===== config.mk =====
export PLATFORM = sky130hd
export DESIGN_NAME = decode_stage
export DESIGN_NICKNAME = d
export VERILOG_FILES = /design/src/rtl/riscv_pkg.sv /design/src/rtl/imm_gen.sv /design/src/rtl/decode_stage.sv
export SDC_FILE = /design/constraint.sdc
export NUM_CORES = 1
export LEC_CHECK = 0
export ABC_AREA = 1
export BUFFER_PORTS_ARGS = -buffer_cell sky130_fd_sc_hd__clkbuf_2
export CAP_MARGIN = 25
export CELL_PAD_IN_SITES_DETAIL_PLACEMENT = 0
export CELL_PAD_IN_SITES_GLOBAL_PLACEMENT = 1
export CORE_UTILIZATION = 35
export CTS_CLUSTER_SIZE = 10
export DETAILED_ROUTE_END_ITERATION = 6
export GPL_TIMING_DRIVEN = 0
export PLACE_DENSITY_LB_ADDON = 0.1
export REMOVE_ABC_BUFFERS = 1
export SLEW_MARGIN = 20
export SYNTH_ARGS = -nofsm -noshare
export SYNTH_HDL_FRONTEND = slang
export SYNTH_SLANG_ARGS = --single-unit

===== constraint.sdc =====
create_clock -name i_clk -period 4.45 [get_ports i_clk]
set_clock_uncertainty 0.1 [all_clocks]
set_input_delay 0.6675 -clock i_clk [delete_from_list [all_inputs] [get_ports i_clk]]
set_output_delay 0.6675 -clock i_clk [all_outputs]
set_load 0.01 [all_outputs]

===== src/rtl/riscv_pkg.sv =====
// Shared RISC-V decode definitions: ALU operation enum, base opcodes,
// funct3 encodings for branches / memory sizes / ALU ops, the registered
// control bundle of the decode stage, and the funct3 -> ALU op mapping.
package riscv_pkg;

  typedef enum logic [3:0] {
    ALU_ADD  = 4'd0,
    ALU_SUB  = 4'd1,
    ALU_SLL  = 4'd2,
    ALU_SLT  = 4'd3,
    ALU_SLTU = 4'd4,
    ALU_XOR  = 4'd5,
    ALU_SRL  = 4'd6,
    ALU_SRA  = 4'd7,
    ALU_OR   = 4'd8,
    ALU_AND  = 4'd9
  } alu_opcode_t;

  // Base opcodes (instruction[6:0])
  localparam logic [6:0] OPC_LUI    = 7'b0110111;
  localparam logic [6:0] OPC_AUIPC  = 7'b0010111;
  localparam logic [6:0] OPC_JAL    = 7'b1101111;
  localparam logic [6:0] OPC_JALR   = 7'b1100111;
  localparam logic [6:0] OPC_BRANCH = 7'b1100011;
  localparam logic [6:0] OPC_LOAD   = 7'b0000011;
  localparam logic [6:0] OPC_STORE  = 7'b0100011;
  localparam logic [6:0] OPC_OP_IMM = 7'b0010011;
  localparam logic [6:0] OPC_OP     = 7'b0110011;

  // Branch funct3
  localparam logic [2:0] F3_BEQ  = 3'b000;
  localparam logic [2:0] F3_BNE  = 3'b001;
  localparam logic [2:0] F3_BLT  = 3'b100;
  localparam logic [2:0] F3_BGE  = 3'b101;
  localparam logic [2:0] F3_BLTU = 3'b110;
  localparam logic [2:0] F3_BGEU = 3'b111;

  // Load/store size funct3
  localparam logic [2:0] F3_SIZE_B  = 3'b000;
  localparam logic [2:0] F3_SIZE_H  = 3'b001;
  localparam logic [2:0] F3_SIZE_W  = 3'b010;
  localparam logic [2:0] F3_SIZE_D  = 3'b011;
  localparam logic [2:0] F3_SIZE_BU = 3'b100;
  localparam logic [2:0] F3_SIZE_HU = 3'b101;
  localparam logic [2:0] F3_SIZE_WU = 3'b110;

  // ALU funct3
  localparam logic [2:0] F3_ADD  = 3'b000;
  localparam logic [2:0] F3_SLL  = 3'b001;
  localparam logic [2:0] F3_SLT  = 3'b010;
  localparam logic [2:0] F3_SLTU = 3'b011;
  localparam logic [2:0] F3_XOR  = 3'b100;
  localparam logic [2:0] F3_SR   = 3'b101;
  localparam logic [2:0] F3_OR   = 3'b110;
  localparam logic [2:0] F3_AND  = 3'b111;

  // Registered control part of the decoded instruction (data is XLEN-wide
  // and held separately in the stage).
  typedef struct packed {
    alu_opcode_t alu_opcode;
    logic        op1_is_rs1;
    logic        op2_is_rs2;
    logic [4:0]  rs1_id;
    logic [4:0]  rs2_id;
    logic [4:0]  rd_id;
    logic        is_reg_write;
    logic        is_load;
    logic        is_store;
    logic [2:0]  mem_size;
    logic        is_jump;
    logic        is_jalr;
    logic        is_branch;
    logic [2:0]  branch_type;
    logic        illegal;
  } decode_ctrl_t;

  // alt is instruction[30]; it selects SUB only for register-register ops,
  // but selects SRA for both OP and OP-IMM shifts.
  function automatic alu_opcode_t alu_op_from_funct3(input logic [2:0] f3,
                                                     input logic       alt,
                                                     input logic       is_reg);
    case (f3)
      F3_ADD:  return (alt && is_reg) ? ALU_SUB : ALU_ADD;
      F3_SLL:  return ALU_SLL;
      F3_SLT:  return ALU_SLT;
      F3_SLTU: return ALU_SLTU;
      F3_XOR:  return ALU_XOR;
      F3_SR:   return alt ? ALU_SRA : ALU_SRL;
      F3_OR:   return ALU_OR;
      default: return ALU_AND;
    endcase
  endfunction

endpackage


===== src/rtl/imm_gen.sv =====
// Immediate generator: extracts the I/S/B/U/J immediates from an
// instruction word and sign-extends them to XLEN.
//   instr  : instruction bits [31:7] (opcode bits carry no immediate)
//   imm_i/imm_s/imm_b/imm_u/imm_j : sign-extended immediates
module imm_gen #(
  parameter int unsigned XLEN = 32
) (
  input  logic [31:7]     instr,
  output logic [XLEN-1:0] imm_i,
  output logic [XLEN-1:0] imm_s,
  output logic [XLEN-1:0] imm_b,
  output logic [XLEN-1:0] imm_u,
  output logic [XLEN-1:0] imm_j
);

  always_comb begin
    imm_i = XLEN'($signed(instr[31:20]));
    imm_s = XLEN'($signed({instr[31:25], instr[11:7]}));
    imm_b = XLEN'($signed({instr[31], instr[7], instr[30:25], instr[11:8], 1'b0}));
    imm_u = XLEN'($signed({instr[31:12], 12'b0}));
    imm_j = XLEN'($signed({instr[31], instr[19:12], instr[20], instr[30:21], 1'b0}));
  end

endmodule


===== src/rtl/decode_stage.sv =====
// RV32I/RV64I decode pipeline stage between fetch and execute.
// Decodes the presented instruction into ALU operands, control flags and a
// JAL/branch target, registered with one cycle of latency. Handles load-use
// interlock (bubble insertion), same-cycle writeback bypass, flush, and a
// saturating count of load-use stall cycles.
// Ports:
//   i_clk, i_reset          clock, synchronous active-high reset
//   i_valid/o_ready         upstream handshake (i_pc, i_instruction)
//   o_rs1_id/o_rs2_id       register-file read addresses (combinational)
//   i_rs1_data/i_rs2_data   register-file read data
//   i_wb_*                  writeback port used for bypass
//   i_flush                 squash stage contents and drop input
//   o_valid/i_ready         downstream handshake (all other o_* outputs)
//   o_stall_count           saturating load-use stall-cycle counter
module decode_stage
  import riscv_pkg::*;
#(
  parameter int unsigned XLEN             = 32,
  parameter int unsigned ENABLE_WB_BYPASS = 1,
  parameter int unsigned STALL_CNT_W      = 16
) (
  input  logic                   i_clk,
  input  logic                   i_reset,
  input  logic                   i_valid,
  output logic                   o_ready,
  input  logic [XLEN-1:0]        i_pc,
  input  logic [31:0]            i_instruction,
  output logic [4:0]             o_rs1_id,
  output logic [4:0]             o_rs2_id,
  input  logic [XLEN-1:0]        i_rs1_data,
  input  logic [XLEN-1:0]        i_rs2_data,
  input  logic                   i_wb_reg_write,
  input  logic [4:0]             i_wb_rd_id,
  input  logic [XLEN-1:0]        i_wb_data,
  input  logic                   i_flush,
  output logic                   o_valid,
  input  logic                   i_ready,
  output logic [XLEN-1:0]        o_pc,
  output alu_opcode_t            o_alu_opcode,
  output logic [XLEN-1:0]        o_alu_op1,
  output logic [XLEN-1:0]        o_alu_op2,
  output logic                   o_op1_is_rs1,
  output logic                   o_op2_is_rs2,
  output logic [4:0]             o_rs1_id_q,
  output logic [4:0]             o_rs2_id_q,
  output logic [4:0]             o_rd_id,
  output logic                   o_is_reg_write,
  output logic                   o_is_load,
  output logic                   o_is_store,
  output logic [2:0]             o_mem_size,
  output logic                   o_is_jump,
  output logic                   o_is_jalr,
  output logic [XLEN-1:0]        o_jump_address,
  output logic                   o_is_branch,
  output logic [2:0]             o_branch_type,
  output logic [XLEN-1:0]        o_store_data,
  output logic [XLEN-1:0]        o_imm,
  output logic                   o_illegal,
  output logic [STALL_CNT_W-1:0] o_stall_count
);

  logic [6:0] opcode;
  logic [2:0] funct3;
  logic [4:0] rs1, rs2, rd;

  assign opcode = i_instruction[6:0];
  assign rd     = i_instruction[11:7];
  assign funct3 = i_instruction[14:12];
  assign rs1    = i_instruction[19:15];
  assign rs2    = i_instruction[24:20];

  assign o_rs1_id = rs1;
  assign o_rs2_id = rs2;

  logic [XLEN-1:0] imm_i, imm_s, imm_b, imm_u, imm_j;

  imm_gen #(.XLEN(XLEN)) u_imm_gen (
    .instr (i_instruction[31:7]),
    .imm_i (imm_i),
    .imm_s (imm_s),
    .imm_b (imm_b),
    .imm_u (imm_u),
    .imm_j (imm_j)
  );

  // Source operand values: x0 is forced to zero ahead of any bypass.
  logic [XLEN-1:0] rs1_val, rs2_val;

  always_comb begin
    rs1_val = i_rs1_data;
    rs2_val = i_rs2_data;
    if (ENABLE_WB_BYPASS != 0 && i_wb_reg_write) begin
      if (i_wb_rd_id == rs1) rs1_val = i_wb_data;
      if (i_wb_rd_id == rs2) rs2_val = i_wb_data;
    end
    if (rs1 == 5'd0) rs1_val = '0;
    if (rs2 == 5'd0) rs2_val = '0;
  end

  // Control decode
  decode_ctrl_t    ctrl_d;
  logic [XLEN-1:0] op1_d, op2_d, jump_d, store_d, imm_d;
  logic            uses_rs1, uses_rs2;

  always_comb begin
    ctrl_d   = '0;
    op1_d    = '0;
    op2_d    = '0;
    jump_d   = '0;
    store_d  = '0;
    imm_d    = '0;
    uses_rs1 = 1'b0;
    uses_rs2 = 1'b0;
    ctrl_d.alu_opcode = ALU_ADD;
    case (opcode)
      OPC_OP: begin
        uses_rs1 = 1'b1;
        uses_rs2 = 1'b1;
        ctrl_d.is_reg_write = 1'b1;
        ctrl_d.alu_opcode   = alu_op_from_funct3(funct3, i_instruction[30], 1'b1);
        op1_d = rs1_val;
        op2_d = rs2_val;
      end
      OPC_OP_IMM: begin
        uses_rs1 = 1'b1;
        ctrl_d.is_reg_write = 1'b1;
        ctrl_d.alu_opcode   = alu_op_from_funct3(funct3, i_instruction[30], 1'b0);
        imm_d = imm_i;
        op1_d = rs1_val;
        op2_d = imm_i;
      end
      OPC_LOAD: begin
        uses_rs1 = 1'b1;
        ctrl_d.is_reg_write = 1'b1;
        ctrl_d.is_load      = 1'b1;
        ctrl_d.mem_size     = funct3;
        imm_d = imm_i;
        op1_d = rs1_val;
        op2_d = imm_i;
      end
      OPC_STORE: begin
        uses_rs1 = 1'b1;
        uses_rs2 = 1'b1;
        ctrl_d.is_store = 1'b1;
        ctrl_d.mem_size = funct3;
        imm_d   = imm_s;
        op1_d   = rs1_val;
        op2_d   = imm_s;
        store_d = rs2_val;
      end
      OPC_LUI: begin
        ctrl_d.is_reg_write = 1'b1;
        imm_d = imm_u;
        op2_d = imm_u;
      end
      OPC_AUIPC: begin
        ctrl_d.is_reg_write = 1'b1;
        imm_d = imm_u;
        op1_d = i_pc;
        op2_d = imm_u;
      end
      OPC_JAL: begin
        ctrl_d.is_reg_write = 1'b1;
        ctrl_d.is_jump      = 1'b1;
        imm_d  = imm_j;
        op1_d  = i_pc;
        op2_d  = XLEN'(4);
        jump_d = i_pc + imm_j;
      end
      OPC_JALR: begin
        uses_rs1 = 1'b1;
        ctrl_d.is_reg_write = 1'b1;
        ctrl_d.is_jump      = 1'b1;
        ctrl_d.is_jalr      = 1'b1;
        imm_d = imm_i;
        op1_d = i_pc;
        op2_d = XLEN'(4);
      end
      OPC_BRANCH: begin
        uses_rs1 = 1'b1;
        uses_rs2 = 1'b1;
        ctrl_d.is_branch   = 1'b1;
        ctrl_d.branch_type = funct3;
        ctrl_d.alu_opcode  = ALU_SUB;
        imm_d  = imm_b;
        op1_d  = rs1_val;
        op2_d  = rs2_val;
        jump_d = i_pc + imm_b;
      end
      default: ctrl_d.illegal = 1'b1;
    endcase
    // Operands from a register are exactly the rs-sourced ALU inputs; store
    // and JALR read rs1/rs2 but do not route them to the ALU as such.
    ctrl_d.op1_is_rs1 = (opcode == OPC_OP) || (opcode == OPC_OP_IMM) ||
                        (opcode == OPC_LOAD) || (opcode == OPC_STORE) ||
                        (opcode == OPC_BRANCH);
    ctrl_d.op2_is_rs2 = (opcode == OPC_OP) || (opcode == OPC_BRANCH);
    ctrl_d.rs1_id = uses_rs1 ? rs1 : 5'd0;
    ctrl_d.rs2_id = uses_rs2 ? rs2 : 5'd0;
    ctrl_d.rd_id  = ctrl_d.is_reg_write ? rd : 5'd0;
  end

  // Pipeline register
  decode_ctrl_t           ctrl_q;
  logic                   valid_q;
  logic [XLEN-1:0]        pc_q, op1_q, op2_q, jump_q, store_q, imm_q;
  logic [STALL_CNT_W-1:0] stall_cnt;
  logic                   load_use;

  // Only IDs of sources actually used reach the comparison (ctrl_d.rsX_id).
  assign load_use = i_valid && valid_q && ctrl_q.is_load && (ctrl_q.rd_id != 5'd0) &&
                    (((ctrl_d.rs1_id != 5'd0) && (ctrl_d.rs1_id == ctrl_q.rd_id)) ||
                     ((ctrl_d.rs2_id != 5'd0) && (ctrl_d.rs2_id == ctrl_q.rd_id)));

  assign o_ready = i_flush || (!load_use && (!valid_q || i_ready));

  always_ff @(posedge i_clk) begin
    if (i_reset) begin
      valid_q   <= 1'b0;
      ctrl_q    <= '0;
      pc_q      <= '0;
      op1_q     <= '0;
      op2_q     <= '0;
      jump_q    <= '0;
      store_q   <= '0;
      imm_q     <= '0;
      stall_cnt <= '0;
    end else begin
      if (load_use && !i_flush && (stall_cnt != '1))
        stall_cnt <= stall_cnt + STALL_CNT_W'(1);
      if (i_flush) begin
        valid_q <= 1'b0;
      end else if (!valid_q || i_ready) begin
        if (i_valid && !load_use) begin
          valid_q <= 1'b1;
          ctrl_q  <= ctrl_d;
          pc_q    <= i_pc;
          op1_q   <= op1_d;
          op2_q   <= op2_d;
          jump_q  <= jump_d;
          store_q <= store_d;
          imm_q   <= imm_d;
        end else begin
          valid_q <= 1'b0;
        end
      end
    end
  end

  assign o_valid        = valid_q;
  assign o_pc           = pc_q;
  assign o_alu_opcode   = ctrl_q.alu_opcode;
  assign o_alu_op1      = op1_q;
  assign o_alu_op2      = op2_q;
  assign o_op1_is_rs1   = ctrl_q.op1_is_rs1;
  assign o_op2_is_rs2   = ctrl_q.op2_is_rs2;
  assign o_rs1_id_q     = ctrl_q.rs1_id;
  assign o_rs2_id_q     = ctrl_q.rs2_id;
  assign o_rd_id        = ctrl_q.rd_id;
  assign o_is_reg_write = ctrl_q.is_reg_write;
  assign o_is_load      = ctrl_q.is_load;
  assign o_is_store     = ctrl_q.is_store;
  assign o_mem_size     = ctrl_q.mem_size;
  assign o_is_jump      = ctrl_q.is_jump;
  assign o_is_jalr      = ctrl_q.is_jalr;
  assign o_jump_address = jump_q;
  assign o_is_branch    = ctrl_q.is_branch;
  assign o_branch_type  = ctrl_q.branch_type;
  assign o_store_data   = store_q;
  assign o_imm          = imm_q;
  assign o_illegal      = ctrl_q.illegal;
  assign o_stall_count  = stall_cnt;

endmodule

Word level (Yosys, flattened, before mapping)
Cells that the tools add are included.
W data, S select, Z words.
{ "totals": {"ff_bits": 243, "latch_bits": 0, "ramBits": 0, "rom_bits": 0, "output_inout_bits": 254, "mem_count": 0} }
{ "classes": {"add_sub_neg": 3, "n_mul": 0, "n_div": 0, "order_cmp": 0, "eq_ne": 20, "shifts": 0, "n_mux": 30, "bitwise": 1, "n_reduce_logical": 41} }
{ "ops": {"columns": ["op", "count"], "rows": [
  ["$pmux W32 S5", 2],
  ["$mux W32", 7],
  ["$pmux W32 S2", 2],
  ["$add A32 B32 Y32", 2],
  ["$pmux W4 S7", 2],
  ["$eq A7 B6 Y1 const B", 3],
  ["$eq A7 B7 Y1 const B", 3],
  ["$eq A5 B5 Y1", 4],
  ["$add A16 B1 Y16 const B", 1],
  ["$ne A16 B16 Y1 const B", 1],
  ["$mux W5", 3],
  ["$reduce_bool A5 Y1", 3],
  ["$eq A7 B5 Y1 const B", 2],
  ["$pmux W4 S3", 1],
  ["$reduce_or A2 Y1", 6],
  ["$mux W1", 11],
  ["$logic_and A1 B1 Y1", 10],
  ["$logic_not A5 Y1", 2],
  ["$eq A3 B3 Y1 const B", 3],
  ["$reduce_or A3 Y1", 3],
  ["$reduce_or A9 Y1", 1],
  ["$logic_or A1 B1 Y1", 8],
  ["$eq A7 B2 Y1 const B", 1],
  ["$reduce_or A7 Y1", 1],
  ["other kinds (10)", 13]
]} }

Logic depth before layout (Yosys ltp)
{ "depth": {"ltp_word": 11, "mapped_depth": 24} }

By module
From an unflattened synthesis, not the netlist that was laid out.
{ "hier_totals": {"cells_unflattened": 2607, "area_unflattened_um2": 16106.7} }
{ "modules_own_cells": {"columns": ["module", "n_inst", "cells_per_inst", "area_per_inst_um2", "seq_area_each_um2"], "rows": [
  ["decode_stage", 1, 2446, 14901.8, 4864.7],
  ["imm_gen", 1, 161, 1204.9, 0.0]
]} }

Worst setup path before layout
No wires, ideal clock.
{ "synth_timing": {"path_kind": "input to register", "from": "in i_instruction[1]", "to": "reg jump_q[23], in the netlist o_jump_address[23]", "setup_ns": 0.117, "arrival_ns": 3.146, "required_time_ns": 4.233, "setup_slack_ns": 1.087, "path_stages": 23, "n_path_buf": 1, "cell_sequence": "nand2_1 nor2_1 nand2_1 clkbuf_1 nor2_1 o21bai_1 ha_1 inv_1 fa_1 inv_1 nand3_1 nand2_1 nand2_1 nand2_1 nand2_1 o211ai_1 nand2_1 nand2_1 nand2_1 nand2_1 nor2_1 nor2_1 nor2_1"} }
{ "synth_via": {"elab_chain_len": 11, "elab_cells_between_ends": 25, "cone_classes": "eq/ne (9); mux (5); reduce/logical (11)"} }
{ "synth_lines": {"columns": ["item", "line_no", "text"], "rows": [
  ["start: declaration", "decode_stage.sv:27", "input logic [31:0] i_instruction,"],
  ["$eq A7 B6 Y1 (tied with other cells)", null, null],
  ["$reduce_or A6 Y1 (no line) or $reduce_or A3 Y1 (tied branches)", null, null],
  ["$mux W1", "decode_stage.sv:115", "case (opcode)"],
  ["$mux W5 (on tied branches)", "decode_stage.sv:198, decode_stage.sv:199", null],
  ["$eq A5 B5 Y1 (tied with other cells)", "decode_stage.sv:212", "(((ctrl_d.rs1_id != 5'd0) && (ctrl_d.rs1_id == ctrl_q.rd_id)) ||"],
  ["$logic_and A1 B1 Y1 (on tied branches)", "decode_stage.sv:212, decode_stage.sv:213", null],
  ["$logic_or A1 B1 Y1", "decode_stage.sv:212", null],
  ["$logic_and A1 B1 Y1", "decode_stage.sv:211", "assign load_use = i_valid && valid_q && ctrl_q.is_load && (ctrl_q.rd_id != 5'd0) &&"],
  ["$logic_not A1 Y1", "decode_stage.sv:234", "if (i_valid && !load_use) begin"],
  ["$logic_and A1 B1 Y1", "decode_stage.sv:234", null],
  ["$reduce_and A3 Y1 (no line)", null, null],
  ["end signal: assignment", "decode_stage.sv:240", "jump_q <= jump_d;"],
  ["end: declaration", "decode_stage.sv:206", "logic [XLEN-1:0] pc_q, op1_q, op2_q, jump_q, store_q, imm_q;"]
]} }
Several ways; a longest one is shown, not always the timed one.
A chain may end at the register's enable or synchronous reset.

Worst setup path after layout
Ends and elaborated chain as after synthesis.

==> results.tsv <==
metric	value	unit
endpoints failing hold	0	
Clock Tree Root	clkbuf_16	
Die Ht	200	µm
Crit path required time	4.81	ns
Port Buffers	424	
hpwl dp	44800	µm
DR iter-0 viols	1012	
largest net degree at the start of global routing	93	
Primary FF master, synth	dfxtp_1	
TritonRoute pass-1 iters	5	
vias in the first global route	15000	
share of cells above drive strength 1	20.9	%
Setup crit end kind	flop	
Final Cycle Share	93.5	%
Final setup viols	0	
Avg Cell Area, Syn	6.35	µm²
routed vias	15700	
WL/cell	19.5	µm
Layout Nets	2737	
synth unique cells	39	
leakage power	8.63	nW
Final GP Congestion	0.915	
ANT nets after route	0	
Worst-Margin Slew	0.977	ns
Synth Instances	2172	
FILL cells	4233	
Worst Path Arrival	4.52	ns
total CTS buffers	31	
dpl cells	3016	
status	finished, final reports clean	
vias per std cell	5.11	
Mapped Area	0.0138	mm²
post-cts resize count	0	
Crit Path Class	in2reg	
Detailed Route WL	59800	µm
post-synthesis sequential area ratio	35.3	%
top cells by area, synth	dfxtp_1, nand2_1, a21oi_1, nor2_1, o21ai_0	
DR DRC count	0	
final cell count without fillers	3069	
cell type with the highest aggregate area in the netlist	dfxtp_1	
Max VDD drop	0.279	mV
H-Tree Depth	1	
FP Rows	72	
CTS tree	done	
crit path max fanout	18	
Maximum Capacitance Violations	0	
total clock sinks	243	
starting density of the core	35.6	%
Hold Buf Count CTS	0	
number of setup buffers added after CTS	0	
total power	5.71	mW
area share of the largest cell type after synthesis	35.3	%
initial antenna violation count	2	
Final Slew Violations	0	
slew margin rel.	34.7	%
IO Pins	425	
global-route wire length before repair	90500	µm
#FFs+latches synth	243	
clk_lat worst skew	0.59	ns
Total GRT Usage	28.9	%
chip width	200	µm
Post-synth ARST share	0	%
most common cell in the netlist	nand2_1	
Yosys warnings	0	
Layout area overhead	27.2	%
core area	0.0387	mm²
commonest cells in the synthesized netlist	nand2_1, nor2_1, a21oi_1	
total global routing overflow	0	
fmax	240	MHz
Clock transition at path regs	0.06	ns
final worst path period need	4.16	ns
RSZ-0062 raised after global routing	no	
Post-synth EDFFs	0	
Startpoint Class	input pin	
Die ar.	0.0402	mm²
power density cells	326	mW/mm²
HP Class	in2reg	
Max Root-Sink Buffers	3	
cells by family after synthesis:
group | share of synthesized area (%)
AND/OR/NAND/NOR | 30.7
AO/OA/AOI/OAI | 19.5
buffers and inverters | 9.76
flip-flops | 35.3
adder cells (fa/ha/maj) | 3.23
XOR/XNOR | 1.52
flip-flops by register name (all words and copies together), names as in the netlist, 3 cells and up:
name            cells
o_stall_count      16
o_rs1_id_q          5
o_rd_id             5
o_imm              32
o_store_data       32
o_branch_type       3
o_alu_op2          32
o_mem_size          3
o_alu_opcode        4
o_alu_op1          32
o_pc               32
o_rs2_id_q          5
o_jump_address     32
critical path: stages:
cell and delay [ns]:
clkbuf_2 0.08, nand2_1 0.18, nor2_1 0.14, nand2_1 0.45
clkinvlp_4 0.54, o21bai_1 0.27, ha_1 0.22, inv_1 0.08
fa_1 0.41, inv_1 0.10, nand3_1 0.07, nand2_1 0.20
nand2_1 0.08, nand2_1 0.12, nand2_1 0.08, o211ai_1 0.24
nand2_1 0.14, nand2_1 0.09, nand2_1 0.05, nand2_1 0.12
nor2_1 0.06, nor2_1 0.10, nor2_1 0.04
power breakdown:
group	internal [mW]	switching [mW]	leakage [nW]	total [mW]
combinational	0.339	0.649	6.18	0.988
clock	1.44	0.993	0.470	2.43
sequential	2.25	0.0392	1.98	2.29
layout make-up:
cell class	instances	area (µm²)	share of cell area (%)
clock inverter	4	52.6	0.300
multi-input combinational	1605	7670	43.7
antenna	2	5.00	0.0285
clock buffer	47	906	5.17
sequential	243	4860	27.7
timing repair buffer	453	2640	15.1
inverter	197	748	4.27
tap	518	648	3.70
cell usage in the layout, fill, tap and decap left out, types with 3 or more instances in the layout:
cell and n:
a21o_1 3, a21oi_1 243, a21oi_2 3, and3_1 9, buf_12 3, buf_16 7, buf_4 3, buf_8 15
clkbuf_1 9, clkbuf_16 31, clkbuf_2 423, clkbuf_8 8, dfxtp_1 243, ha_1 34, inv_1 184, inv_2 9
inv_6 3, nand2_1 549, nand3_1 69, nand3_2 3, nand3b_1 5, nand4_1 40, nor2_1 318, nor2_2 6
nor2_4 3, nor3_1 24, nor4_1 3, o2111ai_1 5, o211ai_1 34, o21ai_0 173, o21ai_1 28, o21bai_1 7
o22ai_1 5, or2_2 4, xnor2_1 15, xor2_1 9
stage by stage:
step / TNS (ns) / hold WS (ns) / instance area, µm² / util (%) / setup WS [ns]
after global placement: -1296.77 / 0.351 / 16000 / 41.2 / -6.28
after CTS: 0 / 0.243 / 17500 / 45.2 / 0.206
after global routing: 0 / 0.266 / 17500 / 45.3 / 0.00737
after detailed placement: -1.75 / 0.356 / 16600 / 42.8 / -0.395
final: 0 / 0.265 / 17500 / 45.3 / 0.289
after floorplan: -335.19 / 0.384 / 13200 / - / -1.77
routing by layer:
layer | share of wire (%) | global-route usage (%) | wire [µm]
met5 | 0 | 0 | 0
met4 | 2.5 | 8.37 | 1520
met3 | 7.5 | 6.06 | 4510
met2 | 45 | 46.0 | 26800
met1 | 45 | 39.1 | 27000
worst paths after layout:
| path | startpoint | end | slack (ns) | cells after the start |
|---|---|---|---|---|
| max | i_instruction[1] | o_jump_address[23]$_SDFFE_PP0P_ | 0.29 | 23 |
| min | i_pc[0] | o_pc[0]$_SDFFE_PP0P_ | 0.27 | 3 |
| max reg2reg | o_rd_id[4]$_SDFFE_PP0P_ | o_alu_op1[25]$_SDFFE_PP0P_ | 1.13 | 20 |
| min reg2reg | o_pc[10]$_SDFFE_PP0P_ | o_pc[10]$_SDFFE_PP0P_ | 0.36 | 2 |
Note: power is estimated with default switching activity, not from simulation.
